$ cat src/rtl/vector_pkg.sv
// Shared types and the sprite vertex table for the per-enemy vector point emitter.
package vector_pkg;

  localparam int unsigned VEC_OFFSET_WIDTH = 4;
  localparam int unsigned VEC_NPOINTS      = 5;

  typedef struct packed {
    logic signed [VEC_OFFSET_WIDTH-1:0] dx;
    logic signed [VEC_OFFSET_WIDTH-1:0] dy;
    logic                               beam;
  } vertex_t;

  typedef enum logic [1:0] {
    StIdle,
    StEmit,
    StDone
  } state_e;

  function automatic vertex_t mk_vertex(input int dx, input int dy, input logic beam);
    vertex_t v;
    v.dx   = VEC_OFFSET_WIDTH'(dx);
    v.dy   = VEC_OFFSET_WIDTH'(dy);
    v.beam = beam;
    return v;
  endfunction

  // Square outline; P0 is the blanked move to the start corner.
  localparam vertex_t ENEMY_SPRITE [VEC_NPOINTS] = '{
    mk_vertex(-4, -4, 1'b0),
    mk_vertex( 4, -4, 1'b1),
    mk_vertex( 4,  4, 1'b1),
    mk_vertex(-4,  4, 1'b1),
    mk_vertex(-4, -4, 1'b1)
  };

endpackage

$ cat src/rtl/vec_sat_add.sv
// Unsigned base plus signed offset, clamped to the unsigned output range.
module vec_sat_add #(
  parameter int unsigned OUT_WIDTH    = 8,
  parameter int unsigned OFFSET_WIDTH = 4
) (
  input  logic        [OUT_WIDTH-1:0]    base_i,
  input  logic signed [OFFSET_WIDTH-1:0] offset_i,
  output logic        [OUT_WIDTH-1:0]    sum_o
);

  localparam int unsigned SumW = OUT_WIDTH + 2;

  logic signed [SumW-1:0] base_ext;
  logic signed [SumW-1:0] off_ext;
  logic signed [SumW-1:0] raw;

  always_comb begin
    base_ext = $signed({2'b00, base_i});
    off_ext  = $signed({{(SumW - OFFSET_WIDTH){offset_i[OFFSET_WIDTH-1]}}, offset_i});
    raw      = base_ext + off_ext;
    // Top bit flags underflow, next bit flags overflow past the unsigned range.
    if (raw[SumW-1]) begin
      sum_o = '0;
    end else if (raw[SumW-2]) begin
      sum_o = '1;
    end else begin
      sum_o = raw[OUT_WIDTH-1:0];
    end
  end

endmodule

$ cat src/rtl/enemy_vector_emitter.sv
// Per-frame sprite point emitter: snapshots the enemy position and streams clamped
// beam points over a valid/ready handshake.
module enemy_vector_emitter
  import vector_pkg::*;
#(
  parameter int unsigned OUT_WIDTH    = 8,
  parameter int unsigned OFFSET_WIDTH = VEC_OFFSET_WIDTH,
  parameter int unsigned NPOINTS      = VEC_NPOINTS
) (
  input  logic                 clk,
  input  logic                 rst,
  input  logic                 en,
  input  logic                 frame_start,
  input  logic [OUT_WIDTH-1:0] xenemy,
  input  logic [OUT_WIDTH-1:0] yenemy,
  input  logic                 spawn,
  output logic [OUT_WIDTH-1:0] x_out,
  output logic [OUT_WIDTH-1:0] y_out,
  output logic                 beam_on,
  output logic                 out_valid,
  input  logic                 out_ready,
  output logic                 busy,
  output logic                 frame_done
);

  localparam int unsigned IdxW = $clog2(NPOINTS);
  localparam logic [IdxW-1:0] LastIdx = IdxW'(NPOINTS - 1);

  state_e                state_q, state_d;
  logic [IdxW-1:0]       idx_q, idx_d;
  logic [OUT_WIDTH-1:0]  xsnap_q, xsnap_d;
  logic [OUT_WIDTH-1:0]  ysnap_q, ysnap_d;
  logic [OUT_WIDTH-1:0]  x_out_q, x_out_d;
  logic [OUT_WIDTH-1:0]  y_out_q, y_out_d;
  logic                  beam_q, beam_d;
  logic                  load;
  vertex_t               vtx;
  logic [OUT_WIDTH-1:0]  x_sat;
  logic [OUT_WIDTH-1:0]  y_sat;

  // The adders see next-cycle snapshot and index so the point lands registered.
  vec_sat_add #(
    .OUT_WIDTH    (OUT_WIDTH),
    .OFFSET_WIDTH (OFFSET_WIDTH)
  ) u_sat_x (
    .base_i   (xsnap_d),
    .offset_i (vtx.dx),
    .sum_o    (x_sat)
  );

  vec_sat_add #(
    .OUT_WIDTH    (OUT_WIDTH),
    .OFFSET_WIDTH (OFFSET_WIDTH)
  ) u_sat_y (
    .base_i   (ysnap_d),
    .offset_i (vtx.dy),
    .sum_o    (y_sat)
  );

  always_comb begin
    state_d = state_q;
    idx_d   = idx_q;
    xsnap_d = xsnap_q;
    ysnap_d = ysnap_q;
    load    = 1'b0;
    unique case (state_q)
      StIdle: begin
        if (frame_start && en) begin
          xsnap_d = xenemy;
          ysnap_d = yenemy;
          idx_d   = '0;
          if (spawn) begin
            state_d = StEmit;
            load    = 1'b1;
          end else begin
            state_d = StDone;
          end
        end
      end
      StEmit: begin
        if (out_ready) begin
          if (idx_q == LastIdx) begin
            idx_d   = '0;
            state_d = StDone;
          end else begin
            idx_d = idx_q + 1'b1;
            load  = 1'b1;
          end
        end
      end
      StDone: state_d = StIdle;
      default: state_d = StIdle;
    endcase

    vtx     = ENEMY_SPRITE[idx_d];
    x_out_d = load ? x_sat : x_out_q;
    y_out_d = load ? y_sat : y_out_q;
    beam_d  = load ? ((idx_d != '0) && vtx.beam) : beam_q;
  end

  always_ff @(posedge clk) begin
    if (rst) begin
      state_q <= StIdle;
      idx_q   <= '0;
      xsnap_q <= '0;
      ysnap_q <= '0;
      x_out_q <= '0;
      y_out_q <= '0;
      beam_q  <= 1'b0;
    end else begin
      state_q <= state_d;
      idx_q   <= idx_d;
      xsnap_q <= xsnap_d;
      ysnap_q <= ysnap_d;
      x_out_q <= x_out_d;
      y_out_q <= y_out_d;
      beam_q  <= beam_d;
    end
  end

  assign x_out      = x_out_q;
  assign y_out      = y_out_q;
  assign beam_on    = beam_q;
  assign out_valid  = (state_q == StEmit);
  assign busy       = (state_q != StIdle);
  assign frame_done = (state_q == StDone);

endmodule

$ cat config.mk
export PLATFORM = sky130hd
export DESIGN_NAME = enemy_vector_emitter
export DESIGN_NICKNAME = d
export VERILOG_FILES = /design/src/rtl/vector_pkg.sv /design/src/rtl/vec_sat_add.sv /design/src/rtl/enemy_vector_emitter.sv
export SDC_FILE = /design/constraint.sdc
export NUM_CORES = 1
export LEC_CHECK = 0
export ABC_AREA = 1
export CAP_MARGIN = 10
export CORE_ASPECT_RATIO = 0.75
export CORE_UTILIZATION = 52
export DETAILED_ROUTE_END_ITERATION = 10
export PLACE_DENSITY_LB_ADDON = 0.15
export SLEW_MARGIN = 25
export SYNTH_ARGS = -nofsm -noshare
export SYNTH_HDL_FRONTEND = slang
export SYNTH_SLANG_ARGS = --single-unit
$ cat constraint.sdc
create_clock -name clk -period 3.35 [get_ports clk]
set_input_delay 0.5025 -clock clk [delete_from_list [all_inputs] [get_ports clk]]
set_output_delay 0.5025 -clock clk [all_outputs]
set_load 0.05 [all_outputs]
# ---- Word level (Yosys, flattened, before mapping)
# Memory sizes are Yosys's and may differ from the RTL's.
# Cells that the tools add are included.
dict set report word_totals {
  out_inout_bits 20
  mem_bits_ro 72
  ff_bits 38
  n_memories 1
  inputBits 22
}
# name depth width rd rd_clocked_by_memory_dff write_ports line
set memory_table {}
lappend memory_table {{(name not given)} 8 9 1 0 0 enemy_vector_emitter.sv:95} ;# vtx = ENEMY_SPRITE[idx_d];
dict set report classes {
  add_sub_neg 3
  eq_ne 6
  muxes 24
  reduce_logical 6
  order_cmp 1
  n_bitwise 1
}
# cell n
set op_table {}
lappend op_table {{8-bit two-way mux} 8}
lappend op_table {{9-bit by 4-bit adder with 10-bit output} 2}
lappend op_table {{9-bit two-way mux} 2}
lappend op_table {{3-bit two-way mux} 3}
lappend op_table {{2-bit two-way mux} 4}
lappend op_table {{3-bit case mux with 2 select lines} 1}
lappend op_table {{4-bit greater-or-equal comparator (second input constant)} 1}
lappend op_table {{1-bit two-way mux} 4}
lappend op_table {{2-bit by 1-bit != test with 1-bit output (second input constant)} 2}
lappend op_table {{3-bit NOT with 4-bit output} 1}
lappend op_table {{2-bit case mux with 2 select lines} 1}
lappend op_table {{3-bit by 1-bit adder with 3-bit output (second input constant)} 1}
lappend op_table {{3-bit == test (second input constant)} 1}
lappend op_table {{3-bit AND reduction} 1}
lappend op_table {{3-bit nonzero test} 1}
lappend op_table {{2-bit by 1-bit == test with 1-bit output (second input constant)} 1}
lappend op_table {{2-bit == test (second input constant)} 1}
lappend op_table {{1-bit logical AND} 2}
lappend op_table {{2-bit logical NOT} 1}
lappend op_table {{2-bit != test (second input constant)} 1}
lappend op_table {{1-bit case mux with 2 select lines} 1}
lappend op_table {{2-bit nonzero test} 1}

# ---- Depth between registers and ports, before layout
# Gate-level depths: netlist (run 1).
dict set report depth {
  depth_word 11
  depth_mapped 23
  mapped_depth_nobuf 23
}

# ---- Hierarchy
# Synthesis (run 1) repeated with hierarchy kept, for this count alone.
dict set report hier_totals {
  hier_cells 445
  area_unflattened_um2 2786.4
}
# module area_each_um2 seq_area_each_um2 cells_each n_inst
set modules_own_cells {}
lappend modules_own_cells {enemy_vector_emitter 1645.3 760.7 235 1}
lappend modules_own_cells {vec_sat_add 570.5 0.0 105 2}

# ---- Worst setup path after synthesis (run 1)
# Ideal clock, no wire load.
dict set report synth_path {
  path_type {flip-flop to flip-flop}
  start {reg state_q[0]}
  end {reg x_out_q[7] (netlist: x_out[7])}
  period_less_slack_ns 3.044
  path_buffers 0
  setup_time_ns 0.070
  stages_incl_launch_ff 21
  arrival_time_ns 2.974
  slack_ns 0.306
  t_required_ns 3.280
  path_cell_list {dfxtp_1 > inv_2 > nor2_2 > nand2_2 > nor2_2 > nand2_1 > nand2_2 > inv_1 > ha_1 > nand2_4 > inv_2 > fa_1 > inv_1 > nand4_1 > nand2_1 > nand2_1 > nand2_1 > nand2_2 > nand3_1 > nand2_1 > a21oi_1}
}
dict set report synth_between {
  elab_chain_cells 9
}
# item line
set synth_lines {}
lappend synth_lines {{start, declared} enemy_vector_emitter.sv:29} ;# state_e state_q, state_d;
lappend synth_lines {{start signal, assigned} enemy_vector_emitter.sv:103} ;# state_q <= StIdle;
lappend synth_lines {{start signal, assigned} enemy_vector_emitter.sv:111} ;# state_q <= state_d;
lappend synth_lines {{2-bit by 1-bit == test with 1-bit output *} -}
lappend synth_lines {{named net out_valid} enemy_vector_emitter.sv:20} ;# output logic out_valid,
lappend synth_lines {{3-bit case mux with 2 select lines} enemy_vector_emitter.sv:66} ;# unique case (state_q)
lappend synth_lines {{3-bit NOT with 4-bit output (not written as such)} enemy_vector_emitter.sv:95}
lappend synth_lines {{memory read 8 x 9 bit} -}
lappend synth_lines {{9-bit two-way mux (not written as such) (2 in a row)} enemy_vector_emitter.sv:95}
lappend synth_lines {{9-bit by 4-bit adder with 10-bit output} vec_sat_add.sv:20} ;# raw = base_ext + off_ext;
lappend synth_lines {{8-bit two-way mux} vec_sat_add.sv:24} ;# end else if (raw[SumW-2]) begin
lappend synth_lines {{8-bit two-way mux} vec_sat_add.sv:22} ;# if (raw[SumW-1]) begin
lappend synth_lines {{end signal, assigned} enemy_vector_emitter.sv:115} ;# x_out_q <= x_out_d;
lappend synth_lines {{end, declared} enemy_vector_emitter.sv:33} ;# logic [OUT_WIDTH-1:0] x_out_q, x_out_d;
# The timed path passes the listed nets; every way through them passes the cells marked *. The select of a mux whose other input is x is not followed.
# A chain may end at the register's enable or synchronous reset.

# ---- Worst setup path after layout (run 1)
dict set report layout_path {
  start {in out_ready}
  end {reg x_out_q[7] (netlist: x_out[7])}
}
dict set report layout_between {
  elab_chain_cells 9
}
# item line
set layout_lines {}
lappend layout_lines {{start, declared} enemy_vector_emitter.sv:21} ;# input logic out_ready,
lappend layout_lines {{3-bit two-way mux} enemy_vector_emitter.sv:81} ;# if (out_ready) begin
lappend layout_lines {{3-bit case mux with 2 select lines} enemy_vector_emitter.sv:66}
lappend layout_lines {{3-bit NOT with 4-bit output (not written as such)} enemy_vector_emitter.sv:95}
lappend layout_lines {{memory read 8 x 9 bit} -}
lappend layout_lines {{9-bit two-way mux (not written as such) (2 in a row)} enemy_vector_emitter.sv:95}
lappend layout_lines {{9-bit by 4-bit adder with 10-bit output} vec_sat_add.sv:20}
lappend layout_lines {{8-bit two-way mux} vec_sat_add.sv:24}
lappend layout_lines {{8-bit two-way mux} vec_sat_add.sv:22}
# Several ways; a longest one is shown, not always the timed one. The select of a mux whose other input is x is not followed.

==> results of run 1 <==
-- cell families after synthesis --
logic type / after synthesis / share of synthesized area, %
AO/OA/AOI/OAI: 52 / 13.1
XOR/XNOR: 2 / 0.760
adder cells (fa/ha/maj): 11 / 6.62
buffers and inverters: 57 / 9.93
flip-flops: 38 / 33.0
multiplexers: 4 / 1.74
AND/OR/NAND/NOR: 173 / 34.9
-- worst paths after layout --
check / end / slack (ns) / cells after the start
worst max-delay path: x_out[7] / 0.27 / 18
worst min-delay path: y_out[1] / 0.47 / 2
worst max register to register: x_out[7] / 0.29 / 19
worst min register to register: y_out[1] / 0.47 / 2
-- state kept, by name (all words and copies together) (netlist names) --
| register | cells |
|---|---|
| ysnap_q | 8 |
| y_out | 8 |
| beam_on | 1 |
| x_out | 8 |
| xsnap_q | 8 |
| idx_q | 3 |
| state_q | 2 |
-- synth_stat cells, drive strengths merged --
master / instances / area (µm²)
a2111oi: 1 / 8.76
fa: 2 / 40.0
inv: 50 / 188
o211ai: 1 / 7.51
xor2: 2 / 17.5
dfxtp: 38 / 761
clkbuf: 5 / 18.8
nor2: 34 / 140
nand3: 38 / 205
nand4: 2 / 12.5
mux2i: 4 / 40.0
a31oi: 1 / 6.26
o21ai: 29 / 160
nand3b: 2 / 15.0
ha: 9 / 113
a21oi: 19 / 110
nand2: 97 / 432
o2111ai: 1 / 8.76
buf: 2 / 22.5
-- cell type report --
| class | instances | share of cell area [%] |
|---|---|---|
| Clock inverter | 3 | 1.53 |
| Tap cell | 55 | 2.33 |
| Inverter | 50 | 6.37 |
| Multi-Input combinational cell | 242 | 44.7 |
| Timing Repair Buffer | 53 | 17.0 |
| Sequential cell | 38 | 25.8 |
| Clock buffer | 5 | 2.33 |
-- worst max-delay path, cell delays in order --
cell and delay (ns):
clkdlybuf4s50_1 0.50, inv_1 0.09, nand3_1 0.14, nand3_1 0.11, o21ai_1 0.24, ha_1 0.32
nand2_4 0.13, inv_2 0.07, fa_1 0.35, inv_1 0.09, nand4_1 0.12, nand2_1 0.10
nand2_1 0.08, nand2_1 0.08, nand2_2 0.11, nand3_1 0.11, nand2_1 0.05, a21oi_1 0.12
-- per-stage QoR --
step / hold slack, ns / instances / area (µm²) / power, W
2_1_floorplan: 0.460 / 337 / 2310 / 0.00107
3_3_place_gp: 0.452 / 438 / 2830 / 0.00127
3_5_place_dp: 0.457 / 438 / 2830 / 0.00128
4_1_cts: 0.469 / 446 / 2950 / 0.00168
5_1_grt: 0.478 / 446 / 2950 / 0.00179
6_report: 0.469 / 446 / 2950 / 0.00168
-- layer usage --
layer	track usage (%)	wire length (µm)
met5	0	0
met2	37.9	2280
met4	4.68	24
met1	37.1	2970
met3	5.19	385
-- layout by cell type (no fill, tap or decap), types with 2 or more instances in the layout --
cell type / count
nand3b_1: 2
inv_1: 45
dfxtp_1: 38
inv_2: 5
ha_1: 9
nand2_1: 80
nor2_1: 29
xor2_1: 2
clkbuf_8: 5
nand3_1: 35
nand4_1: 2
nand2_2: 12
clkdlybuf4s50_1: 41
buf_4: 12
o21ai_1: 3
nor2_2: 5
fa_1: 2
o21ai_0: 24
clkinvlp_4: 2
nand2_4: 5
mux2i_1: 4
nand3_2: 3
a21oi_1: 17
-- power by group --
group / leakage [nW] / internal (W) / switching [W] / total [W]
clock: 0.0504 / 0.000222 / 0.000174 / 0.000395
combinational: 1.08 / 0.000276 / 0.000488 / 0.000764
sequential: 0.311 / 0.000496 / 0.0000221 / 0.000518
==> flow_metrics.env, run 1 <==
export IMPL_status="completed"
export IMPL_rsz0062_at_grt="false"
export IMPL_multi_input_area_um2=1320
export IMPL_peakVddDrop_mv=0.341
export IMPL_area_growth_pct=27.8
export IMPL_cts_root_buf="clkbuf_8"
export IMPL_cts_sinks=38
export IMPL_worstMarginPinSlew_ns=0.685
export IMPL_post_cts_buffers=0
export IMPL_grt_max_degree=22
export IMPL_hold_path_class="flop to flop"
export IMPL_seq_area_um2=761
export IMPL_drcViolationCount=0
export IMPL_synth_cells=337
export IMPL_dp_hpwl_mm=4.23
export IMPL_path_clk_slew_ns=0.08
export IMPL_cp_end_kind="flop"
export IMPL_setup_viol=0
export IMPL_arrival_ns=3.30
export IMPL_path_class="input pin to flop"
export IMPL_final_core_util_pct=71.0
export IMPL_grt_ovfl_total=0
export IMPL_grt_pass1_vias=2009
export IMPL_fill_cells=380
export IMPL_syn_avg_cell_area_um2=6.84
export IMPL_post_place_ws_ns=0.0125
export IMPL_critPathMaxFanout=8
export IMPL_htree_levels=2
export IMPL_wirelength_mm=5.66
export IMPL_via_per_inst=5.09
export IMPL_cts_tree="yes"
export IMPL_clock_fmax_ghz=0.325
export IMPL_rr_startpoint="idx_q[0]"
export IMPL_finClkSkew_ns=0.00500
export IMPL_wl_per_cell_um=12.7
export IMPL_syn_nets=370
export IMPL_gp_congestion=0.857
export IMPL_ios=42
export IMPL_fin_crit_ns=3.08
export IMPL_cts_made_buffers=5
export IMPL_coreArea_um2=4150
export IMPL_rows=20
export IMPL_dieArea_um2=4710
export IMPL_power_density_nw_per_um2=569
export IMPL_io_buffers=41
export IMPL_first_iter_violations=116
export IMPL_ys_seq_area_share_pct=33.0
export IMPL_clkLatencyLatePin_ns=0.29
export IMPL_firstDrtPassIters=5
export IMPL_ys_types=29
export IMPL_tns_ns=0
export IMPL_final_net_count=423
export IMPL_slew_viol_final=0
export IMPL_antenna_found_initial=0
export IMPL_postRouteAntennaNets=0
export IMPL_dieWidth_um=78.9
export IMPL_cp_required_ns=3.57
export IMPL_cts_hold_buf=0
export IMPL_slew_headroom_pct=54.2
export IMPL_vias=2268
export IMPL_synth_warning_count=0
export IMPL_ys_ff_latch=38
export IMPL_start_kind="input pin"
export IMPL_period_share_pct=91.9
export IMPL_syn_area_um2=2310
export IMPL_p_leak_nw=1.44
export IMPL_start_util_pct=55.5
export IMPL_maxCapViolCount=0
export IMPL_drive_above_1_share_pct=13.8
export IMPL_min_from="y_out[1]"
export IMPL_die_y_um=59.7
export IMPL_crit_start="out_ready"
export IMPL_final_hold_violation_count=0
export IMPL_n_antenna_cell=0
export IMPL_grt_pass1_wl_mm=9.03
export IMPL_grt_usage_pct=25.1
export IMPL_cts_resized_gates=0
export IMPL_clk_path_buf_depth=2
export IMPL_setup_ws_ns=0.270
Power figures use the tool's default switching activity.
==> run 2: changes to the inputs <==
--- a/config.mk
+++ b/config.mk
@@ -9,8 +9,10 @@
 export CAP_MARGIN = 10
 export CORE_ASPECT_RATIO = 0.75
 export CORE_UTILIZATION = 52
+export CTS_BUF_LIST = sky130_fd_sc_hd__clkbuf_16
 export DETAILED_ROUTE_END_ITERATION = 10
 export PLACE_DENSITY_LB_ADDON = 0.15
+export RECOVER_POWER = 25
 export SLEW_MARGIN = 25
 export SYNTH_ARGS = -nofsm -noshare
 export SYNTH_HDL_FRONTEND = slang
==> run 2 against run 1 <==
Compared with the run above: count of clock-buffer cells in the layout did not move; cell area rose by 1.8%; via count fell by 0.35%; global-route usage rose by 0.87 points; routed wire length rose by 4.2%; hold slack got worse by 0.0053 ns; sequential share of layout area fell by 0.45 points; die area did not move; critical path type unchanged.
==> flow_metrics.env, run 2 (synthesis gave the netlist of run 1 again) <==
export IMPL_status="completed"
export IMPL_postRouteAntennaNets=0
export IMPL_crit_chain="clkdlybuf4s50_1, inv_1, nand3_1, nand3_1, o21ai_1, ha_1, nand2_4, inv_2, fa_1, inv_1, nand4_1, nand2_1, nand2_1, nand2_1, nand2_2, nand3_1, nand2_1, a21oi_1"
export IMPL_io_buffers=41
export IMPL_met2_usage_pct=39.0
export IMPL_cp_top_family="simple AND/OR/NAND/NOR gates"
export IMPL_drive_above_1_share_pct=13.6
export IMPL_cp_end_kind="flop"
export IMPL_clkLatencyLatePin_ns=0.28
export IMPL_die_y_um=59.7
export IMPL_first_iter_violations=136
export IMPL_busiest_layer="met2"
export IMPL_coreArea_um2=4150
export IMPL_antenna_found_initial=0
export IMPL_cp_required_ns=3.56
export IMPL_cts_sinks=38
export IMPL_final_area_um2=3000
export IMPL_hold_path_class="flop to flop"
export IMPL_peakVddDrop_mv=0.358
export IMPL_n_antenna_cell=0
export IMPL_post_dp_cell_area_um2=2830
export IMPL_cts_hold_buf=0
export IMPL_p_leak_nw=1.47
export IMPL_cts_made_buffers=5
export IMPL_slew_headroom_pct=52.8
export IMPL_final_net_count=423
export IMPL_path_clk_slew_ns=0.06
export IMPL_critPathBufInv=4
export IMPL_area_growth_pct=30.1
export IMPL_clock_fmax_ghz=0.324
export IMPL_grt_pass1_wl_mm=9.24
export IMPL_worstMarginPinSlew_ns=0.705
export IMPL_path_class="input pin to flop"
export IMPL_setup_ws_ns=0.260
export IMPL_finClkSkew_ns=0.00354
export IMPL_power_density_nw_per_um2=611
export IMPL_path_depth=18
export IMPL_gp_congestion=0.857
export IMPL_drcViolationCount=0
export IMPL_wl_per_cell_um=13.2
export IMPL_grt_max_degree=22
export IMPL_dp_hpwl_mm=4.23
export IMPL_dieWidth_um=78.9
export IMPL_cts_tree="yes"
export IMPL_period_share_pct=92.2
export IMPL_slew_viol_final=0
export IMPL_firstDrtPassIters=4
export IMPL_grt_usage_pct=25.9
export IMPL_ios=42
export IMPL_clk_path_buf_depth=2
export IMPL_grt_use_met3_pct=4.73
export IMPL_cts_root_buf="clkbuf_16"
export IMPL_dieArea_um2=4710
export IMPL_critPathMaxFanout=8
export IMPL_vias=2260
export IMPL_fin_crit_ns=3.09
export IMPL_whs_path_depth=2
export IMPL_slowest_stage="clkdlybuf4s50_1"
export IMPL_via_per_inst=5.07
export IMPL_rsz0062_at_grt="false"
export IMPL_rows=20
export IMPL_htree_levels=2
export IMPL_grt_pass1_vias=2021
export IMPL_maxCapViolCount=0
export IMPL_setup_viol=0
export IMPL_start_util_pct=55.5
export IMPL_arrival_ns=3.30
export IMPL_r2r_cells=19
export IMPL_start_kind="input pin"
export IMPL_wirelength_mm=5.90
export IMPL_mostFrequentLayoutCells="nand2_1, inv_1, dfxtp_1"
export IMPL_post_place_ws_ns=0.0125
export IMPL_cpMostUsedCell="nand2_1"
export IMPL_mostFrequentLayoutCell="nand2_1"
export IMPL_grt_ovfl_total=0
export IMPL_finalPower_w=0.00183
export IMPL_final_hold_violation_count=0
export IMPL_use_met1_pct=37.5
export IMPL_tns_ns=0
export IMPL_slowest_delay_ns=0.50
-- run 2: cell types whose count changed in the layout (fill, tap and decap cells not counted), sizes merged --
cell / before / now
dlygate4sd3: 0 / 5
clkbuf: 5 / 6
clkdlybuf4s50: 41 / 36
buf: 12 / 11
-- run 2: worst register-to-register path: stages, from the launching register on --
cell     delay (ns)
dfxtp_1        0.34
inv_1          0.08
ha_1           0.23
nand2_1        0.09
nand2_2        0.07
o21ai_0        0.20
o21ai_1        0.15
ha_1           0.36
nand2_4        0.12
inv_2          0.07
fa_1           0.35
inv_1          0.09
nand4_1        0.12
nand2_1        0.10
nand2_1        0.08
nand2_1        0.08
nand2_2        0.11
nand3_1        0.11
nand2_1        0.05
a21oi_1        0.12
-- run 2: path summary, 6_finish.rpt --
| path | end | slack (ns) | start |
|---|---|---|---|
| worst min register to register | y_out[1] | 0.46 | y_out[1] |
| worst min-delay path | y_out[1] | 0.46 | y_out[1] |
| worst max register to register | x_out[7] | 0.35 | idx_q[0] |
| worst max-delay path | x_out[7] | 0.26 | out_ready |
-- run 2: repair_timing --
item,in CTS,in global routing
setup endpoints to repair,0,7
resized for setup,0,1
setup buffers,0,0
-- run 2: layout make-up --
class                      count  area (µm²)
inverter                      50         188
sequential                    38         761
multi-input combinational    242        1320
fill                         366        1150
timing repair buffer          53         497
clock inverter                 3        45.0
tap                           55        68.8
clock buffer                   5         125
-- run 2: through the flow --
stage / hold WS, ns / instances / utilization [%]
2_1_floorplan: 0.460 / 337 / -
3_3_place_gp: 0.452 / 438 / 68.2
3_5_place_dp: 0.457 / 438 / 68.2
4_1_cts: 0.465 / 446 / 72.3
5_1_grt: 0.474 / 446 / 72.2
6_report: 0.464 / 446 / 72.2
-- run 2: power by group --
part | internal (W) | total (W) | switching, W
registers | 0.000496 | 0.000519 | 0.0000224
logic | 0.000273 | 0.000766 | 0.000493
clock network | 0.000351 | 0.000547 | 0.000196
-- run 2: layer usage --
| layer | routed length (µm) | share of wire (%) |
|---|---|---|
| met1 | 3140 | 53 |
| met2 | 2380 | 40 |
| met3 | 347 | 5.9 |
| met4 | 40 | 0.68 |
| met5 | 0 | 0 |
==> run 3: changes to the inputs <==
--- a/config.mk
+++ b/config.mk
@@ -6,7 +6,6 @@
 export NUM_CORES = 1
 export LEC_CHECK = 0
 export ABC_AREA = 1
-export CAP_MARGIN = 10
 export CORE_ASPECT_RATIO = 0.75
 export CORE_UTILIZATION = 52
 export CTS_BUF_LIST = sky130_fd_sc_hd__clkbuf_16
==> results of run 3 <==
The final DEF is identical to that of run 2; final timing and power are the same.
